--- config.mk ---
export PLATFORM = sky130hd
export DESIGN_NAME = logic_unit_pipe
export DESIGN_NICKNAME = d
export VERILOG_FILES = /design/src/rtl/lu_pkg.sv /design/src/rtl/lu_stage.sv /design/src/rtl/logic_unit_pipe.sv
export SDC_FILE = /design/constraint.sdc
export NUM_CORES = 1
export LEC_CHECK = 0
export CAP_MARGIN = 20
export CORE_ASPECT_RATIO = 1.75
export CORE_MARGIN = 3
export CORE_UTILIZATION = 40
export CTS_BUF_LIST = sky130_fd_sc_hd__clkbuf_4 sky130_fd_sc_hd__clkbuf_8
export CTS_CLUSTER_SIZE = 30
export DETAILED_ROUTE_END_ITERATION = 10
export MAX_ROUTING_LAYER = met4
export PLACE_DENSITY = 0.65
export REMOVE_ABC_BUFFERS = 1
export SLEW_MARGIN = 40
export SYNTH_ARGS = -nofsm -noshare
export SYNTH_HDL_FRONTEND = slang
export SYNTH_SLANG_ARGS = --single-unit
export TNS_END_PERCENT = 100
--- constraint.sdc ---
create_clock -name clk -period 2.65 [get_ports clk]
set_input_delay 0.265 -clock clk [delete_from_list [all_inputs] [get_ports clk]]
set_output_delay 0.265 -clock clk [all_outputs]
set_load 0.1 [all_outputs]
--- src/rtl/lu_pkg.sv ---
// Shared opcode encodings and elaboration helpers for the pipelined logic unit.
package lu_pkg;

    localparam logic [3:0] LU_AND  = 4'b0000;
    localparam logic [3:0] LU_OR   = 4'b0001;
    localparam logic [3:0] LU_XOR  = 4'b0010;
    localparam logic [3:0] LU_NOR  = 4'b0011;
    localparam logic [3:0] LU_NAND = 4'b0100;
    localparam logic [3:0] LU_XNOR = 4'b0101;
    localparam logic [3:0] LU_NOTA = 4'b0110;
    localparam logic [3:0] LU_PASB = 4'b0111;
    localparam logic [3:0] LU_SLL  = 4'b1000;
    localparam logic [3:0] LU_SRL  = 4'b1001;
    localparam logic [3:0] LU_SRA  = 4'b1010;
    localparam logic [3:0] LU_ROL  = 4'b1011;
    localparam logic [3:0] LU_ROR  = 4'b1100;
    localparam logic [3:0] LU_ANDN = 4'b1101;
    localparam logic [3:0] LU_ORN  = 4'b1110;
    localparam logic [3:0] LU_CLR  = 4'b1111;

    // Number of bits needed to index 'value' positions (value >= 2).
    function automatic int clog2(input int value);
        int r;
        r = 0;
        while ((1 << r) < value) r++;
        return r;
    endfunction

endpackage

--- src/rtl/lu_stage.sv ---
// One pipeline register slice carrying {valid, result, tag, zero, parity};
// advances only when the shared enable is high.
module lu_stage #(
    parameter int WIDTH = 32,
    parameter int TAG_W = 5
) (
    input  logic             clk,
    input  logic             rst_n,
    input  logic             en_i,
    input  logic             valid_i,
    input  logic [WIDTH-1:0] result_i,
    input  logic [TAG_W-1:0] tag_i,
    input  logic             zero_i,
    input  logic             parity_i,
    output logic             valid_o,
    output logic [WIDTH-1:0] result_o,
    output logic [TAG_W-1:0] tag_o,
    output logic             zero_o,
    output logic             parity_o
);

    logic             valid_q;
    logic [WIDTH-1:0] result_q;
    logic [TAG_W-1:0] tag_q;
    logic             zero_q;
    logic             parity_q;

    // NOTE: data fields are reset along with valid so outputs read 0, not X, after reset.
    always_ff @(posedge clk or negedge rst_n) begin
        if (!rst_n) begin
            valid_q  <= 1'b0;
            result_q <= '0;
            tag_q    <= '0;
            zero_q   <= 1'b0;
            parity_q <= 1'b0;
        end else if (en_i) begin
            // NOTE: non-blocking so every slice samples its neighbour's pre-edge value.
            valid_q  <= valid_i;
            result_q <= result_i;
            tag_q    <= tag_i;
            zero_q   <= zero_i;
            parity_q <= parity_i;
        end
    end

    assign valid_o  = valid_q;
    assign result_o = result_q;
    assign tag_o    = tag_q;
    assign zero_o   = zero_q;
    assign parity_o = parity_q;

endmodule

--- src/rtl/logic_unit_pipe.sv ---
// Pipelined logic/shift/rotate unit: combinational decode feeding STAGES register
// slices that all advance or stall together on one global enable.
module logic_unit_pipe
    import lu_pkg::*;
#(
    parameter int WIDTH  = 32,
    parameter int STAGES = 2,
    parameter int TAG_W  = 5
) (
    input  logic             clk,
    input  logic             rst_n,
    input  logic             in_valid,
    output logic             in_ready,
    input  logic [WIDTH-1:0] a,
    input  logic [WIDTH-1:0] b,
    input  logic [3:0]       op,
    input  logic [TAG_W-1:0] tag,
    output logic             out_valid,
    input  logic             out_ready,
    output logic [WIDTH-1:0] out,
    output logic [TAG_W-1:0] out_tag,
    output logic             zero,
    output logic             parity
);

    localparam int SW = clog2(WIDTH);

    logic               en;
    logic               accept;
    logic [SW-1:0]      shamt;
    logic [2*WIDTH-1:0] rol_full;
    logic [2*WIDTH-1:0] ror_full;
    logic [WIDTH-1:0]   result_d;

    logic               vld_q  [STAGES];
    logic [WIDTH-1:0]   res_q  [STAGES];
    logic [TAG_W-1:0]   tag_q  [STAGES];
    logic               zero_q [STAGES];
    logic               par_q  [STAGES];

    // Bubbles are never squeezed out: the whole pipe moves whenever the head can drain.
    assign en       = !out_valid || out_ready;
    assign in_ready = en;
    assign accept   = in_valid && en;

    assign shamt    = b[SW-1:0];
    assign rol_full = {a, a} << shamt;
    assign ror_full = {a, a} >> shamt;

    always_comb begin
        // NOTE: default assignment first keeps this purely combinational (no latch).
        result_d = '0;
        unique case (op)
            LU_AND:  result_d = a & b;
            LU_OR:   result_d = a | b;
            LU_XOR:  result_d = a ^ b;
            LU_NOR:  result_d = ~(a | b);
            LU_NAND: result_d = ~(a & b);
            LU_XNOR: result_d = ~(a ^ b);
            LU_NOTA: result_d = ~a;
            LU_PASB: result_d = b;
            LU_SLL:  result_d = a << shamt;
            LU_SRL:  result_d = a >> shamt;
            LU_SRA:  result_d = $signed(a) >>> shamt;
            LU_ROL:  result_d = rol_full[2*WIDTH-1:WIDTH];
            LU_ROR:  result_d = ror_full[WIDTH-1:0];
            LU_ANDN: result_d = a & ~b;
            LU_ORN:  result_d = a | ~b;
            LU_CLR:  result_d = '0;
        endcase
    end

    for (genvar k = 0; k < STAGES; k++) begin : g_stage
        if (k == 0) begin : g_head
            lu_stage #(.WIDTH(WIDTH), .TAG_W(TAG_W)) u_stage (
                .clk      (clk),
                .rst_n    (rst_n),
                .en_i     (en),
                .valid_i  (accept),
                .result_i (result_d),
                .tag_i    (tag),
                .zero_i   (result_d == '0),
                .parity_i (^result_d),
                .valid_o  (vld_q[k]),
                .result_o (res_q[k]),
                .tag_o    (tag_q[k]),
                .zero_o   (zero_q[k]),
                .parity_o (par_q[k])
            );
        end else begin : g_tail
            lu_stage #(.WIDTH(WIDTH), .TAG_W(TAG_W)) u_stage (
                .clk      (clk),
                .rst_n    (rst_n),
                .en_i     (en),
                .valid_i  (vld_q[k-1]),
                .result_i (res_q[k-1]),
                .tag_i    (tag_q[k-1]),
                .zero_i   (zero_q[k-1]),
                .parity_i (par_q[k-1]),
                .valid_o  (vld_q[k]),
                .result_o (res_q[k]),
                .tag_o    (tag_q[k]),
                .zero_o   (zero_q[k]),
                .parity_o (par_q[k])
            );
        end
    end

    assign out_valid = vld_q[STAGES-1];
    assign out       = res_q[STAGES-1];
    assign out_tag   = tag_q[STAGES-1];
    assign zero      = zero_q[STAGES-1];
    assign parity    = par_q[STAGES-1];

endmodule
==> results.toml <==
[cts]
cts.sinks = 80
insertion_delay_ps = 380
h-tree-depth = 3
cts_tree = "done"
path_clk_slew_ps = 90
cts_made_buffers = 9
cts_max_path_buffers = 2
clockRootBuffer = "clkbuf_8"

[cells_and_area]
finish.utilization = 0.6780
nets = 2644
drive_above_1_share = 0.4806
synthToLayoutAreaGrowth_pct = 66.82
final_area_mm2 = 0.02247

[routing]
drtIter0Drc = 1869
highest_layer = "met4"
route.detailed.drc = 0
met2_length_um = 40120
via_per_inst = 6.450
wl_met1_um = 27950
wl_met3_um = 8723
drt-pass1-iter-count = 5
wl_per_cell_um = 31.22
wl_um = 90010
vias = 18590
postRouteAntennaNets = 0

[setup_path]
slowest_stage = "mux4_2"
cp-startpoint = "b[0]"
crit_path_frequent_cell = "xnor2_1"
r2r-start = "g_stage[1].g_tail.u_stage.valid_o"
worstPathRequired_ps = 2900
crit_chain = "clkbuf_16, buf_4, mux4_2, buf_6, mux2i_4, nand2_2, a311o_1, o32ai_4, ha_4, xor2_2, xnor2_2, xnor2_1, xnor2_1, a21oi_1"
crit_path_end_kind = "flop"
arrival_ps = 3710
cp_slowest_stage_delay_ps = 710
crit_fanout = 6
critPathLaunchType = "input pin"
crit_type = "in -> reg"

[run_status]
status = "complete, but fails checks"
violations = "negative setup slack"

[yosys]
synth_edf_count = 0
ys_seq_elements = 80
yosysMostFrequentCell = "nand2_1"
synthAdderAreaFrac = 0.1338
syn_inst = 1652
yosysUniqueCellTypes = 84
synth_top_area_share = 0.1486
synth_area_mm2 = 0.01347
synth_area_leaders = "dfrtp_1 15%, ha_1 13%, mux4_2 10%"
synthMuxAreaShare = 0.1990
synth_compound_area_frac = 0.2482
syn_avg_cell_area_um2 = 8.154
synth-main-ff-cell = "dfrtp_1"
synth_top_cell_by_area = "dfrtp_1"
async_flop_share = 1.000
seq_area_frac_synth = 0.1486
synth_commonest_cells = "260 x nand2_1, 144 x ha_1, 113 x nor2_1"
synthXorXnorAreaFrac = 0.01886
ys_warn_count = 0
synth_top_family_by_area = "compound AO/OA/AOI/OAI gates"
synth-simple-area-share = 0.1810

[global_routing]
gr-total-overflow = 0
grt_usage = 0.4897
grt_pass1_vias = 17940
grt_pass1_wl_um = 123300
antenna_found_initial = 4
grt_max_degree = 104

[timing]
tns_ps = -1530
worst_slew_pin_slew_ps = 855.2
setup_slack_ps = -809.9
post-route-min-period_ps = 3460
setup_violations = 5
fin_skew_ps = 11.50
hold_viol = 0
max_freq_mhz = 289.0
worst_slew_margin_rel = 0.4299
final-max-slew-violation-count = 0
fin_crit_sh = 1.306
rsz0062_at_grt = "true"

[power]
finalPower_w = 0.009438
pwr_density_cell_mw_per_mm2 = 420.0
ir_worst_vdd_v = 0.0004426
p_leak_nw = 10.52

[die]
start_util = 0.4064
die_w_um = 144.7
die-area_mm2 = 0.03600
io_pins = 118
fp.dieH_um = 248.8
num_rows = 88
core_mm2 = 0.03314

[placement]
dpl.hpwl_um = 71110
gp_congestion = 1.193
dpl_cell_area_mm2 = 0.02004
port_buffers = 117
dp_slack_ps = -2007

[job]
cap_violations = 0

[worst_hold_path]
hold_class = "in -> async"
==> worst max-delay path: cells and delay by family <==
family / cells / cell delay [ps]
AO/OA/AOI/OAI: 3 / 870
XOR/XNOR: 4 / 720
adder cells (fa/ha/maj): 1 / 270
buffers and inverters: 3 / 520
multiplexers: 2 / 890
AND/OR/NAND/NOR: 1 / 140
==> metrics by stage <==
| step | hold WS (ps) | std cells |
|---|---|---|
| after global routing | 367.8 | 2881 |
| after floorplan | -30.59 | 1505 |
| after CTS | 328.6 | 2845 |
| final | 331.1 | 2883 |
| after global placement | 191.7 | 2775 |
| after detailed placement | 197.9 | 2775 |
==> cell usage in the layout (no fill, tap or decap), types with 46 or more instances in the layout <==
cell / synthesis / routed
mux2i_1: 69 / 51
inv_1: 67 / 63
mux4_2: 60 / 64
buf_4: 9 / 737
nor2_1: 113 / 106
nand2_1: 260 / 255
buf_6: 5 / 59
a21oi_1: 53 / 46
dfrtp_1: 80 / 80
o21ai_0: 78 / 65
ha_1: 144 / 130
==> flip-flops by register name, summed over array words and instances, names as in the netlist <==
name and flops:
g_stage.g_head.u_stage.valid_o 1, g_stage.g_tail.u_stage.result_o 32, g_stage.g_tail.u_stage.zero_o 1, g_stage.g_tail.u_stage.parity_o 1, g_stage.g_tail.u_stage.tag_o 5, g_stage.g_head.u_stage.zero_o 1
g_stage.g_head.u_stage.result_o 32, g_stage.g_head.u_stage.parity_o 1, g_stage.g_head.u_stage.tag_o 5, g_stage.g_tail.u_stage.valid_o 1
==> power by group <==
group          switching (W)  leakage (nW)  internal [W]
Clock               0.000514         0.118      0.000552
Combinational        0.00394          9.42       0.00278
Sequential          0.000158         0.987       0.00149
==> final timing paths <==
check / cells after the start / end / slack, ps
worst min-delay path: 2 / g_stage[0].g_head.u_stage.result_o[6] / 330
worst max register to register: 5 / g_stage[1].g_tail.u_stage.tag_o[3] / 1090
worst max-delay path: 14 / g_stage[0].g_head.u_stage.parity_o / -810
worst min register to register: 2 / g_stage[1].g_tail.u_stage.result_o[5] / 470
max in group asynchronous: 3 / g_stage[1].g_tail.u_stage.tag_o[1] / 1730
min in group clk: 3 / g_stage[0].g_head.u_stage.tag_o[3] / 430
==> cells by family (layout without fill, tap and decap cells) <==
logic type,after synthesis,in the layout
AND/OR/NAND/NOR,536,536
AO/OA/AOI/OAI,465,465
buffers and inverters,219,995
multiplexers,179,179
adder cells (fa/ha/maj),144,144
flip-flops,80,80
XOR/XNOR,29,29
other,0,5
==> layer usage <==
metal,up-vias,track usage
met2,1338,0.7418
met3,681,0.1373
met1,8833,0.4770
met5,-,-
li1,7742,-
met4,0,0.5004
==> area by class of cell <==
| class | count | area [um2] |
|---|---|---|
| diodes | 5 | 12.51 |
| clock buffers | 9 | 123.9 |
| clock inverters | 7 | 108.9 |
| fillers | 2731 | 10670 |
| inverters | 72 | 282.8 |
| multi-input cells | 1353 | 11750 |
| flip-flops and latches | 80 | 2002 |
| well taps | 450 | 563.0 |
| repair buffers | 907 | 7634 |
==> timing repair <==
| item | in CTS | in global routing |
|---|---|---|
| buffers inserted | 52 | 35 |
| setup endpoints to repair | 32 | 18 |
| pin swaps | 45 | 70 |
| hold endpoints to repair | 25 | 0 |
| gates cloned | 3 | 2 |
| resized for setup | 234 | 211 |
| hold buffers | 1 | 0 |
No activity file was read; power rests on OpenSTA's default activity.
